[src/rtl/rx_fifo_ctrl_if.sv]
`default_nettype none
// +--------------------------------------------------------------------------+
// | rx_fifo_ctrl_if : request/flag bundle between RX FIFO users and control  |
// | Revision 1.0                                                             |
// +--------------------------------------------------------------------------+
interface rx_fifo_ctrl_if #(
  parameter int ADDRBIT = 5
);
  logic               push;
  logic               pop;
  logic               flush;
  logic               clr_err;
  logic               write_en;
  logic               read_en;
  logic [ADDRBIT-1:0] wraddr;
  logic [ADDRBIT-1:0] rdaddr;
  logic               fifofull;
  logic               notempty;
  logic               almost_full;
  logic               almost_empty;
  logic [ADDRBIT:0]   count;
  logic               rd_valid;
  logic               overflow;
  logic               underflow;

  modport master (
    output push, pop, flush, clr_err,
    input  write_en, read_en, wraddr, rdaddr, fifofull, notempty,
           almost_full, almost_empty, count, rd_valid, overflow, underflow
  );

  modport slave (
    input  push, pop, flush, clr_err,
    output write_en, read_en, wraddr, rdaddr, fifofull, notempty,
           almost_full, almost_empty, count, rd_valid, overflow, underflow
  );
endinterface
`default_nettype wire

[src/rtl/rx_fifo_ctrl.sv]
`default_nettype none
// +--------------------------------------------------------------------------+
// | rx_fifo_ctrl : pointer, occupancy and flag controller for the RX FIFO    |
// | Revision 1.0                                                             |
// +--------------------------------------------------------------------------+
module rx_fifo_ctrl #(
  parameter int ADDRBIT       = 5,
  parameter int FIFO_DEPTH    = 32,
  parameter int AFULL_THRESH  = 28,
  parameter int AEMPTY_THRESH = 4
) (
  input  wire                 clk,
  input  wire                 rst,
  rx_fifo_ctrl_if.slave       bus
);

  localparam logic [ADDRBIT:0]   C_DEPTH   = FIFO_DEPTH[ADDRBIT:0];
  localparam logic [ADDRBIT:0]   C_AFULL   = AFULL_THRESH[ADDRBIT:0];
  localparam logic [ADDRBIT:0]   C_AEMPTY  = AEMPTY_THRESH[ADDRBIT:0];
  localparam logic [ADDRBIT:0]   C_CNT_ONE = {{ADDRBIT{1'b0}}, 1'b1};
  localparam logic [ADDRBIT-1:0] C_PTR_ONE = {{(ADDRBIT-1){1'b0}}, 1'b1};

  logic [ADDRBIT-1:0] wraddr_q, wraddr_d;
  logic [ADDRBIT-1:0] rdaddr_q, rdaddr_d;
  logic [ADDRBIT:0]   count_q, count_d;
  logic               rd_valid_q, rd_valid_d;
  logic               overflow_q, overflow_d;
  logic               underflow_q, underflow_d;

  logic w_full, w_notempty, w_wr, w_rd;

  // Flags decode only registered count, so they move strictly on clock edges.
  assign w_full     = (count_q == C_DEPTH);
  assign w_notempty = (count_q != '0);
  assign w_wr       = bus.push & ~w_full & ~bus.flush;
  assign w_rd       = bus.pop & w_notempty & ~bus.flush;

  always_comb begin
    wraddr_d    = wraddr_q;
    rdaddr_d    = rdaddr_q;
    count_d     = count_q;
    rd_valid_d  = w_rd;
    overflow_d  = (overflow_q & ~bus.clr_err) | (bus.push & w_full & ~bus.flush);
    underflow_d = (underflow_q & ~bus.clr_err) | (bus.pop & ~w_notempty & ~bus.flush);

    // Depth is a power of two, so pointer wrap is natural binary rollover.
    if (w_wr) wraddr_d = wraddr_q + C_PTR_ONE;
    if (w_rd) rdaddr_d = rdaddr_q + C_PTR_ONE;

    case ({w_wr, w_rd})
      2'b10:   count_d = count_q + C_CNT_ONE;
      2'b01:   count_d = count_q - C_CNT_ONE;
      default: count_d = count_q;
    endcase

    if (bus.flush) begin
      wraddr_d   = '0;
      rdaddr_d   = '0;
      count_d    = '0;
      rd_valid_d = 1'b0;
    end
  end

  always_ff @(posedge clk) begin
    if (rst) begin
      wraddr_q    <= '0;
      rdaddr_q    <= '0;
      count_q     <= '0;
      rd_valid_q  <= 1'b0;
      overflow_q  <= 1'b0;
      underflow_q <= 1'b0;
    end else begin
      wraddr_q    <= wraddr_d;
      rdaddr_q    <= rdaddr_d;
      count_q     <= count_d;
      rd_valid_q  <= rd_valid_d;
      overflow_q  <= overflow_d;
      underflow_q <= underflow_d;
    end
  end

  assign bus.write_en     = w_wr;
  assign bus.read_en      = w_rd;
  assign bus.wraddr       = wraddr_q;
  assign bus.rdaddr       = rdaddr_q;
  assign bus.fifofull     = w_full;
  assign bus.notempty     = w_notempty;
  assign bus.almost_full  = (count_q >= C_AFULL);
  assign bus.almost_empty = (count_q <= C_AEMPTY);
  assign bus.count        = count_q;
  assign bus.rd_valid     = rd_valid_q;
  assign bus.overflow     = overflow_q;
  assign bus.underflow    = underflow_q;

endmodule
`default_nettype wire

[src/flat_wrapper.sv]
// flat-port wrapper written by rule: the top's interface ports become plain ports
module rx_fifo_ctrl_flat 
#(
  parameter int ADDRBIT       = 5,
  parameter int FIFO_DEPTH    = 32,
  parameter int AFULL_THRESH  = 28,
  parameter int AEMPTY_THRESH = 4
)
  (clk, rst, bus_push, bus_pop, bus_flush, bus_clr_err, bus_write_en, bus_read_en, bus_wraddr, bus_rdaddr, bus_fifofull, bus_notempty, bus_almost_full, bus_almost_empty, bus_count, bus_rd_valid, bus_overflow, bus_underflow);
  rx_fifo_ctrl_if #(.ADDRBIT(ADDRBIT)) bus_i ();
  input  wire clk;
  input  wire rst;
  input wire logic [$bits(bus_i.push)-1:0] bus_push;
  input wire logic [$bits(bus_i.pop)-1:0] bus_pop;
  input wire logic [$bits(bus_i.flush)-1:0] bus_flush;
  input wire logic [$bits(bus_i.clr_err)-1:0] bus_clr_err;
  output wire logic [$bits(bus_i.write_en)-1:0] bus_write_en;
  output wire logic [$bits(bus_i.read_en)-1:0] bus_read_en;
  output wire logic [$bits(bus_i.wraddr)-1:0] bus_wraddr;
  output wire logic [$bits(bus_i.rdaddr)-1:0] bus_rdaddr;
  output wire logic [$bits(bus_i.fifofull)-1:0] bus_fifofull;
  output wire logic [$bits(bus_i.notempty)-1:0] bus_notempty;
  output wire logic [$bits(bus_i.almost_full)-1:0] bus_almost_full;
  output wire logic [$bits(bus_i.almost_empty)-1:0] bus_almost_empty;
  output wire logic [$bits(bus_i.count)-1:0] bus_count;
  output wire logic [$bits(bus_i.rd_valid)-1:0] bus_rd_valid;
  output wire logic [$bits(bus_i.overflow)-1:0] bus_overflow;
  output wire logic [$bits(bus_i.underflow)-1:0] bus_underflow;
  assign bus_i.push = bus_push;
  assign bus_i.pop = bus_pop;
  assign bus_i.flush = bus_flush;
  assign bus_i.clr_err = bus_clr_err;
  assign bus_write_en = bus_i.write_en;
  assign bus_read_en = bus_i.read_en;
  assign bus_wraddr = bus_i.wraddr;
  assign bus_rdaddr = bus_i.rdaddr;
  assign bus_fifofull = bus_i.fifofull;
  assign bus_notempty = bus_i.notempty;
  assign bus_almost_full = bus_i.almost_full;
  assign bus_almost_empty = bus_i.almost_empty;
  assign bus_count = bus_i.count;
  assign bus_rd_valid = bus_i.rd_valid;
  assign bus_overflow = bus_i.overflow;
  assign bus_underflow = bus_i.underflow;
  rx_fifo_ctrl #(.ADDRBIT(ADDRBIT), .FIFO_DEPTH(FIFO_DEPTH), .AFULL_THRESH(AFULL_THRESH), .AEMPTY_THRESH(AEMPTY_THRESH)) u_core (.clk(clk), .rst(rst), .bus(bus_i));
endmodule
[config.mk]
export PLATFORM = sky130hd
export DESIGN_NAME = rx_fifo_ctrl_flat
export DESIGN_NICKNAME = d
export VERILOG_FILES = /design/src/rtl/rx_fifo_ctrl_if.sv /design/src/rtl/rx_fifo_ctrl.sv /design/src/flat_wrapper.sv
export SDC_FILE = /design/constraint.sdc
export NUM_CORES = 1
export LEC_CHECK = 0
export BUFFER_PORTS_ARGS = -buffer_cell sky130_fd_sc_hd__buf_2
export CAP_MARGIN = 40
export CORE_MARGIN = 1.5
export CORE_UTILIZATION = 45
export DETAILED_ROUTE_END_ITERATION = 8
export GPL_TIMING_DRIVEN = 0
export PLACE_DENSITY = 0.74
export SLEW_MARGIN = 10
export SYNTH_ARGS = -nofsm -noshare
export SYNTH_HDL_FRONTEND = slang
export SYNTH_SLANG_ARGS = --single-unit
[constraint.sdc]
create_clock -name clk -period 2.9 [get_ports clk]
set_clock_uncertainty 0.15 [all_clocks]
set_input_delay 0.145 -clock clk [delete_from_list [all_inputs] [get_ports clk]]
set_output_delay 0.145 -clock clk [all_outputs]
set_load 0.02 [all_outputs]
# Yosys cells after proc, flatten, opt, wreduce, memory -nomap -nowiden
# Cells that the tools add are included.
# totals
romBits,0
n_memories,0
wordCells,35
mem_bits_rw,0
regBits,19
inputBits,6
latch_bits,0
# classes
add_sub_neg,4
order_cmp,2
n_mux,1
div_mod_pow,0
n_bitwise,16
n_reduce_logical,3
n_mul,0
eq_ne,3
n_shift,0
# ops
operator,n
one-hot mux 6 bit (2 select lines),1
"adder 5 x 1 -> 5 bit, second input constant",2
bitwise AND 1 bit,10
"adder 6 x 1 -> 6 bit, second input constant",1
"equality test 6 bit, second input constant",1
">= comparator 6 x 5 -> 1 bit, second input constant",1
"<= comparator 6 x 3 -> 1 bit, second input constant",1
nonzero test 6 bit,1
"subtractor 6 x 1 -> 6 bit, second input constant",1
inverter 1 bit,4
"equality test 2 x 1 -> 1 bit, second input constant",1
"equality test 2 bit, second input constant",1
bitwise OR 1 bit,2
nonzero test 2 bit,1
OR reduction 2 bit,1

# Longest topological paths before layout
# Gate-level depths: netlist of run 1.
# logic_depth
depth_word,6
depth_mapped,11
depth_no_buf,11

# Worst setup path after synthesis of run 1
# OpenSTA, ideal clock, no wires.
# synth_path
kind,register to register
start,reg u_core.count_q[0] (netlist: u_core.bus.count[0])
end,reg u_core.count_q[5] (netlist: u_core.bus.count[5])
n_path_buf,0
path_slack_ns,-0.052
stages_incl_launch_ff,11
t_arrival_ns,2.724
setup_ns,0.078
t_required_ns,2.672
cell_sequence,dfxtp_1 nor3_2 a311oi_4 inv_1 ha_1 ha_1 a211oi_1 nor2_1 and4b_1 o31a_1 nor3_1
# synth_between
elab_chain_len,6
elab_cells_between_ends,13
cone_classes,add/sub (2); eq/ne (3); mux (1); bitwise (5); reduce/logical (2)
# synth_lines
element,line,text
from (decl),rx_fifo_ctrl.sv:25,"logic [ADDRBIT:0] count_q, count_d;"
from (signal assigned),rx_fifo_ctrl.sv:75,count_q <= count_d;
equality test 6 bit (*),rx_fifo_ctrl.sv:33,assign w_full = (count_q == C_DEPTH);
inverter 1 bit (*),rx_fifo_ctrl.sv:35,assign w_wr = bus.push & ~w_full & ~bus.flush;
bitwise AND 1 bit (*) (2 in a row),rx_fifo_ctrl.sv:35,
via bus_write_en,flat_wrapper.sv:17,output wire logic [$bits(bus_i.write_en)-1:0] bus_write_en;
equality test 2 x 1 -> 1 bit / equality test 2 bit (equally long branches),rx_fifo_ctrl.sv:50,"case ({w_wr, w_rd})"
one-hot mux 6 bit (2 select lines) / nonzero test 2 bit (equally long branches),n/a,
# Mark *: on every way through the listed nets, which the timed path passes. The rest lies on a longest branch.
# A chain may end at the register's enable or synchronous reset.

# Final worst setup path of run 1
# layout_path
start,reg u_core.count_q[5] (netlist: u_core.bus.count[5])
end,reg u_core.count_q[5] (netlist: u_core.bus.count[5])
# layout_between
elab_chain_len,6
elab_cells_between_ends,13
cone_classes,add/sub (2); eq/ne (3); mux (1); bitwise (5); reduce/logical (2)
# layout_lines
element,line
equality test 6 bit,rx_fifo_ctrl.sv:33
inverter 1 bit,rx_fifo_ctrl.sv:35
bitwise AND 1 bit (2 in a row),rx_fifo_ctrl.sv:35
equality test 2 x 1 -> 1 bit / equality test 2 bit (equally long branches),rx_fifo_ctrl.sv:50
one-hot mux 6 bit (2 select lines) / nonzero test 2 bit (equally long branches),n/a
# Several ways; a longest one is shown, not always the timed one.

==> run metrics, run 1 <==
outcome finished clean; sequential-to-total area share from yosys stat 0.377; simple-gate portion of the synthesized area 0.220; pre-CTS setup slack 0.0531 ns; worst hold path endpoint u_core.bus.underflow; combinational power share 0.116; Synth-to-Final Area Change 28.0%; Iteration-0 DRC Markers 8; Longest Clk Path Bufs 2; Slew HR 0.699; r2r setup slk 0.25 ns; gp weighted congestion 0.726; CTS Buf Count 3; num ports 31; Int Pwr 338 uW; Worst Setup Path Type flip-flop to flip-flop; Power Density 349 nW/um2; Critical Path Source Type flip-flop; via count of the first global-routing pass 847; Least-Margin Pin Slew 0.452 ns; Max Freq 377 MHz; adder-cell share of the synthesized area 0.107; crit path max fanout 8; post-DR vias/cell 4.99; # H-tree levels 1; Sequential Power Share 0.593; final slew viol count 0; grt total ovfl 0; Worst-path clk slew 0.10 ns; layout net count 166; Root Driver clkbuf_4; drt wl/cell 12.2 um; Clk Latency, worst-skew pair 0.29 ns; final count of hold timing violations 0; slowest CP cell dfxtp_2; Synth Area in XOR/XNOR 0.0955; clock share of power 0.292; Worst path max stage delay 0.38 ns; Hold Path Origin bus_clr_err; share of cells above drive strength 1 0.318; hold-critical path depth 3; fin worst setup slack 0.248 ns; RSZ-0062 raised after global routing no; Core ar. 2040 um2; final wirelength 2180 um; largest family of logic cells by synthesized area simple AND/OR/NAND/NOR gates; Mapped Area 1010 um2; worst path bufs/invs 0; Worst Reg2Reg Path Length in Cells 9; die area 2530 um2; Max VDD drop 0.321 mV; Post-DP HPWL 1600 um; post-synthesis mux area share 0.0199; ant diodes 0; first-pass GRT wire length 3520 um; Max Cap Violations 0; Initial Utilization 0.494; Vert. Die Dim 50.3 um; Top delay family on crit path simple AND/OR/NAND/NOR gates; largest net degree at the start of global routing 11; Routed Antenna Nets 0; clk sinks 19; part of the cycle the worst path needs 0.915; Switching Share 0.249; Finished Cell Area 1290 um2; total power 451 uW; # setup viols final 0; Psw 112 uW; initial antenna violation count 0; Avg Inst Size Synth 8.92 um2; final cell count without fillers 178; placed cell count 170; Synth Area in Compound Gates 0.144; flops & latches, synth 19; CTS tree built; Syn Inst Count 113; HP Class input pin to flip-flop; synth unique cells 33; Worst R2R Start u_core.bus.count[5]; drt drc 0; total negative slack 0 ns; WP data required 2.97 ns; # rows 16; DR pass1 iterations 4; die width 50.3 um; via count 889; net count after synthesis 127; Cell Chain, Critical Path nor3_2 > a21oi_4 > ha_2 > ha_1 > a211oi_1 > nor2_1 > and4b_1 > o31a_1 > nor3_1; reg-to-reg endpoint u_core.bus.count[5]; Crit. End Element flip-flop; IO Port Bufs 30; fin crit period 2.65 ns; P_leak 0.000600 uW; crit path DAT 2.72 ns; Post-DP Area 1200 um2; gr usage total 0.177; synth warn 0
timing repair:
action                     4_1_cts  5_1_grt
hold endpoints to repair         2        0
hold buffers                     3        0
setup buffers                    0        1
gates resized for setup          0        7
setup endpoints to repair        0        2
layout make-up:
type                       count  area (um2)
buffer                         3        11.3
clock buffer                   4        26.3
fill                         196         751
inverter                       7        26.3
multi-input combinational     84         618
sequential                    19         388
tap                           27        33.8
timing repair buffer          34         188
placed cells by master, fill, tap and decap left out, drive strengths merged, types with 3 or more instances in the layout:
| cell | n |
|---|---|
| dlygate4sd3 | 3 |
| a21oi | 7 |
| nor3 | 4 |
| nand4 | 4 |
| xor2 | 9 |
| nand2b | 3 |
| inv | 7 |
| nand2 | 3 |
| dfxtp | 19 |
| clkbuf | 7 |
| buf | 31 |
| ha | 7 |
| nor2 | 20 |
synthesized netlist by cell type:
| library cell | n | area, um2 |
|---|---|---|
| a211oi_1 | 2 | 15.0 |
| a21o_1 | 2 | 15.0 |
| a21oi_1 | 6 | 30.0 |
| a21oi_2 | 1 | 8.76 |
| a311oi_4 | 1 | 26.3 |
| a31o_2 | 1 | 8.76 |
| and2_1 | 2 | 12.5 |
| and3_1 | 1 | 6.26 |
| and4b_1 | 1 | 10.0 |
| clkbuf_1 | 3 | 11.3 |
| dfxtp_1 | 19 | 380 |
| fa_1 | 1 | 20.0 |
| ha_1 | 7 | 87.6 |
| inv_1 | 7 | 26.3 |
| mux2i_1 | 2 | 20.0 |
| nand2_1 | 3 | 11.3 |
| nand2b_1 | 3 | 18.8 |
| nand3_1 | 1 | 5.00 |
| nand3b_1 | 1 | 7.51 |
| nand4_1 | 4 | 25.0 |
| nor2_1 | 20 | 75.1 |
| nor2b_1 | 1 | 6.26 |
| nor3_1 | 3 | 15.0 |
| nor3_2 | 1 | 10.0 |
| nor4_1 | 2 | 12.5 |
| o21ai_0 | 2 | 10.0 |
| o22a_1 | 1 | 8.76 |
| o22ai_1 | 1 | 6.26 |
| o31a_1 | 1 | 8.76 |
| o31ai_1 | 1 | 7.51 |
| or2_2 | 1 | 6.26 |
| xnor2_1 | 2 | 17.5 |
| xor2_1 | 9 | 78.8 |
logic make-up after synthesis:
logic type,Yosys count
adder cells (fa/ha/maj),8
multiplexers,2
flip-flops,19
AND/OR/NAND/NOR,44
buffers and inverters,10
AO/OA/AOI/OAI,19
XOR/XNOR,11
tightest hold or removal path, delay by kind of cell:
kind,cells,cell delay [ns]
simple gates,1,0.12
buf+inv,1,0.09
compound gates,1,0.07
layer usage:
| metal | wire length (um) | GRT usage | up-vias |
|---|---|---|---|
| li1 | - | - | 467 |
| met1 | 1020 | 0.228 | 395 |
| met2 | 1020 | 0.305 | 27 |
| met3 | 129 | 0.0446 | 0 |
| met4 | 0 | 0.0270 | 0 |
| met5 | 0 | 0 | - |
how the worst max path moves through the flow:
stage | cells past startpoint | to | startpoint | slack, ns
2_1_floorplan | 10 | u_core.bus.count[5] | u_core.bus.count[4] | 0.002
3_3_place_gp | 9 | u_core.bus.count[5] | u_core.bus.count[5] | 0.1
3_5_place_dp | 9 | u_core.bus.count[5] | u_core.bus.count[5] | 0.05
4_1_cts | 9 | u_core.bus.count[5] | u_core.bus.count[5] | 0.02
5_1_grt | 9 | u_core.bus.count[5] | u_core.bus.count[5] | 0.007
6_report | 9 | u_core.bus.count[5] | u_core.bus.count[5] | 0.25
flip-flops by register name, summed over array words and instances, names as in the netlist:
| register | count |
|---|---|
| u_core.bus.overflow | 1 |
| u_core.bus.count | 6 |
| u_core.bus.rd_valid | 1 |
| u_core.bus.wraddr | 5 |
| u_core.bus.rdaddr | 5 |
| u_core.bus.underflow | 1 |
through the flow:
step / hold slack, ns / utilization
floorplan: 0.0641 / -
global placement: 0.199 / 0.586
detailed placement: 0.203 / 0.586
CTS: 0.0141 / 0.614
global route: 0.0235 / 0.632
finish: 0.0202 / 0.632
power by group through the flow:
stage | combinational (uW) | sequential [uW] | clock, uW
finish | 52.1 | 267 | 131
global route | 57.0 | 268 | 148
CTS | 49.3 | 267 | 136
detailed placement | 47.0 | 273 | 0
global placement | 45.7 | 273 | 0
floorplan | 28.4 | 276 | 0
Power figures use the tool's default switching activity.
==> run 2, diff against run 1 <==
- CTS_CLUSTER_SIZE: unset -> 20
- GPL_TIMING_DRIVEN: 0 -> 1
- SLEW_MARGIN: 10 -> unset
==> run metrics, run 2 (same netlist as run 1, synthesis figures left out) <==
Worst Setup Path Type flip-flop to flip-flop; Iteration-0 DRC Markers 11; Critical Path Source Type flip-flop; DR pass1 iterations 4; total power 450 uW; via count 911; CP endpoint u_core.bus.count[5]; die area 2530 um2; commonest non-fill, non-tap cell in the layout buf_2; slowest CP cell dfxtp_2; outcome finished clean; Top delay family on crit path compound AO/OA/AOI/OAI gates; Slew HR 0.734; IO Port Bufs 30; worst path bufs/invs 1; pre-CTS setup slack 0.114 ns; r2r setup slk 0.17 ns; WL met1 922 um; first-pass GRT wire length 3530 um; layout net count 164; Root Driver clkbuf_4; Worst R2R Start u_core.bus.count[0]; Max Cap Violations 0; Top Layer Used met4; Max VDD drop 0.304 mV; hold_ws 0.0226 ns; largest net degree at the start of global routing 17; WL met2 1040 um; placed cell count 170; Routed Antenna Nets 0; Initial Utilization 0.494; # fillers 190; Worst Reg2Reg Path Length in Cells 10; die width 50.3 um; final cell count without fillers 176; Post-DP HPWL 1660 um; Setup crit start u_core.bus.count[0]; clk sinks 19; post-DR vias/cell 5.18; Core ar. 2040 um2; Clk Latency, worst-skew pair 0.30 ns; via count of the first global-routing pass 838; Max Freq 366 MHz; fin crit period 2.73 ns; initial antenna violation count 0; final slew viol count 0; # H-tree levels 1; gr usage total 0.181; Longest Clk Path Bufs 2; part of the cycle the worst path needs 0.941; Crit. End Element flip-flop; grt total ovfl 0; Worst path max stage delay 0.43 ns; Vert. Die Dim 50.3 um; metal3 WL 160 um; most frequent cells in the layout 30 x buf_2, 20 x nor2_1, 14 x dfxtp_1; Crit. path cell count 10; Post-CTS Setup Bufs 0; drt wl/cell 12.1 um; share of cells above drive strength 1 0.322; final count of hold timing violations 0; gp weighted congestion 0.803; Power Density 354 nW/um2; # rows 16; Register Area 387 um2; # setup viols final 0; max reg flops 6; Least-Margin Pin Slew 0.397 ns; CTS tree built; Cell Chain, Critical Path nor3_4 > a311oi_4 > inv_1 > ha_1 > ha_1 > a211oi_2 > nor2_1 > nor4_1 > o31a_1 > nor3_1; HP Class input pin to flip-flop; crit path DAT 2.76 ns; ant diodes 0; final wirelength 2130 um; reg-to-reg endpoint u_core.bus.count[5]; Worst-path clk slew 0.11 ns; Multi-input gate area 602 um2; fin worst setup slack 0.170 ns; WP data required 2.93 ns; drt drc 0; Most Frequent Cell on Critical Path ha_1; num ports 31; crit path max fanout 7; CTS Buf Count 3; P_leak 0.000606 uW; Synth-to-Final Area Change 25.8%
[run 2: changes by cell type in the layout (fill, tap and decap cells not counted), sizes merged]
cell,delta
clkbuf,-4
buf,+2
clkinv,+1
dlygate4sd3,-1
[run 2: timing repair]
| item | CTS | global route |
|---|---|---|
| endpoints found under the hold margin | 2 | 0 |
| hold buffers | 2 | 0 |
| setup endpoints to repair | 0 | 1 |
| gates resized for setup | 0 | 3 |
[run 2: worst min path at each step]
| stage | slack [ns] | depth (start not counted) | end | start |
|---|---|---|---|---|
| 3_3_place_gp | 0.20 | 2 | u_core.bus.overflow | rst |
| 6_report | 0.02 | 3 | u_core.bus.underflow | bus_clr_err |
| 4_1_cts | 0.02 | 3 | u_core.bus.underflow | bus_clr_err |
| 2_1_floorplan | 0.06 | 1 | u_core.bus.overflow | rst |
| 5_1_grt | 0.01 | 3 | u_core.bus.underflow | bus_clr_err |
| 3_5_place_dp | 0.20 | 2 | u_core.bus.overflow | rst |
[run 2: where the power goes]
part	internal (uW)	total (uW)	switching [uW]
sequential	264	267	3.31
clock	51.5	133	81.7
combinational	19.6	49.5	29.8
total	335	450	115
[run 2: per-stage QoR]
step                      area, um2  setup TNS (ns)   util
after floorplan                1010               0      -
after global placement         1210               0  0.592
after detailed placement       1210               0  0.592
after CTS                      1260               0  0.615
after global routing           1270         -0.0133  0.621
final                          1270               0  0.621
[run 2: metal layers]
| layer | track usage | vias up |
|---|---|---|
| li1 | - | 466 |
| met1 | 0.217 | 414 |
| met2 | 0.314 | 29 |
| met4 | 0.0270 | 0 |
| met3 | 0.0714 | 2 |
| met5 | 0 | - |
[run 2: layout make-up]
class / instances / share of cell area
Inverter: 7 / 0.0207
Clock buffer: 3 / 0.0178
Tap cell: 27 / 0.0266
Timing Repair Buffer: 35 / 0.152
Clock inverter: 1 / 0.00394
Multi-Input combinational cell: 84 / 0.474
Sequential cell: 19 / 0.305
[run 2: worst reg2reg max path, cell delays in order (launching register included)]
cell and delay, ns:
dfxtp_2 0.43, nor3_4 0.09, a311oi_4 0.31, inv_1 0.07
ha_1 0.27, ha_1 0.33, a211oi_2 0.24, nor2_1 0.11
nor4_1 0.35, o31a_1 0.20, nor3_1 0.05
==> run 3, diff against run 2 <==
- CORE_MARGIN: 1.5 -> 4
==> run metrics, run 3 (same netlist as run 1, synthesis figures left out) <==
total power 446 uW; WL met2 969 um; first-pass GRT wire length 3800 um; Max VDD drop 0.341 mV; Max Freq 369 MHz; ant diodes 0; IO Port Bufs 30; clk sinks 19; RSZ-0062 raised after global routing no; Longest Clk Path Bufs 2; layout net count 163; Least-Margin Pin Slew 0.395 ns; CTS Buf Count 3; total negative slack 0 ns; commonest non-fill, non-tap cell in the layout buf_2; via count 899; drt drc 0; Routed Antenna Nets 0; Vert. Die Dim 55.3 um; Root Driver clkbuf_4; Power Density 350 nW/um2; Worst-path clk slew 0.11 ns; Iteration-0 DRC Markers 20; part of the cycle the worst path needs 0.935; Slew HR 0.737; via count of the first global-routing pass 866; # H-tree levels 1; Synth-to-Final Area Change 26.4%; Critical Path Source Type flip-flop; grt total ovfl 0; final count of hold timing violations 0; outcome finished clean; gp weighted congestion 0.820; metal3 WL 141 um; gr usage total 0.146; Post-Route Utilization 0.624; CTS tree built; Crit. End Element flip-flop; largest net degree at the start of global routing 17; most frequent cells in the layout 30 x buf_2, 20 x nor2_1, 14 x dfxtp_1; Post-CTS Setup Bufs 0; num ports 31; placed cell count 169; final wirelength 2160 um; final slew viol count 0; # setup viols final 0; Top Layer Used met4; Clk Latency, worst-skew pair 0.29 ns; Post-DP HPWL 1620 um; share of cells above drive strength 1 0.324; WP data required 2.97 ns; crit path max fanout 7; Max Cap Violations 0; WL met1 1040 um; die width 55.3 um; DR pass1 iterations 4; post-DR vias/cell 5.14; final cell count without fillers 175; # rows 16; die area 3060 um2; fin crit period 2.71 ns; P_leak 0.000601 uW; Core ar. 2040 um2; Worst Setup Path Type flip-flop to flip-flop; drt wl/cell 12.3 um; max reg flops 6; HP Class input pin to flip-flop; initial antenna violation count 0; Initial Utilization 0.494; crit path DAT 2.78 ns
-- run 3: final cells by class --
type,count,area [um2]
Fill cell,192,767
Multi-Input combinational cell,84,616
Sequential cell,19,387
Timing Repair Buffer,34,185
Tap cell,27,33.8
Inverter,7,26.3
Clock buffer,3,22.5
Clock inverter,1,5.00
-- run 3: through the flow --
stage	setup slack [ns]	hold slack, ns	instance area (um2)
6_report	0.188	0.0244	1270
5_1_grt	0.0456	0.0201	1270
4_1_cts	0.101	0.0121	1250
3_5_place_dp	0.138	0.196	1200
3_3_place_gp	0.252	0.197	1200
2_1_floorplan	0.00227	0.0641	1010
-- run 3: where the power goes --
group	total (uW)	switching, uW	leakage (uW)	internal, uW
Clock	129	78.3	0.0000177	51.1
Sequential	267	3.22	0.000156	264
Combinational	49.9	30.5	0.000428	19.4
Total	446	112	0.000601	334
-- run 3: repair_timing --
item,CTS,global route
hold buffers,2,0
setup endpoints to repair,0,1
hold endpoints to repair,2,0
resized for setup,0,5
-- run 3: critical path, stage by stage, from the launching register on --
cell	delay (ns)
dfxtp_2	0.42
nor3_4	0.09
a311oi_4	0.32
inv_1	0.07
ha_1	0.28
ha_1	0.32
a211oi_1	0.26
nor2_1	0.12
and4b_1	0.23
o31a_1	0.23
nor3_1	0.15
-- run 3: routing by layer --
layer / GRT usage / up-vias
met3: 0.0373 / 2
met1: 0.210 / 405
li1: - / 463
met4: 0.0382 / 0
met5: 0 / -
met2: 0.215 / 29
-- run 3: worst paths after layout --
path / from / endpoint / slack (ns) / cells past startpoint
setup reg to reg: u_core.bus.count[0] / u_core.bus.count[5] / 0.19 / 10
setup / recovery: u_core.bus.count[0] / u_core.bus.count[5] / 0.19 / 10
hold / removal: bus_clr_err / u_core.bus.underflow / 0.02 / 3
hold reg to reg: u_core.bus.rdaddr[4] / u_core.bus.rdaddr[4] / 0.37 / 2
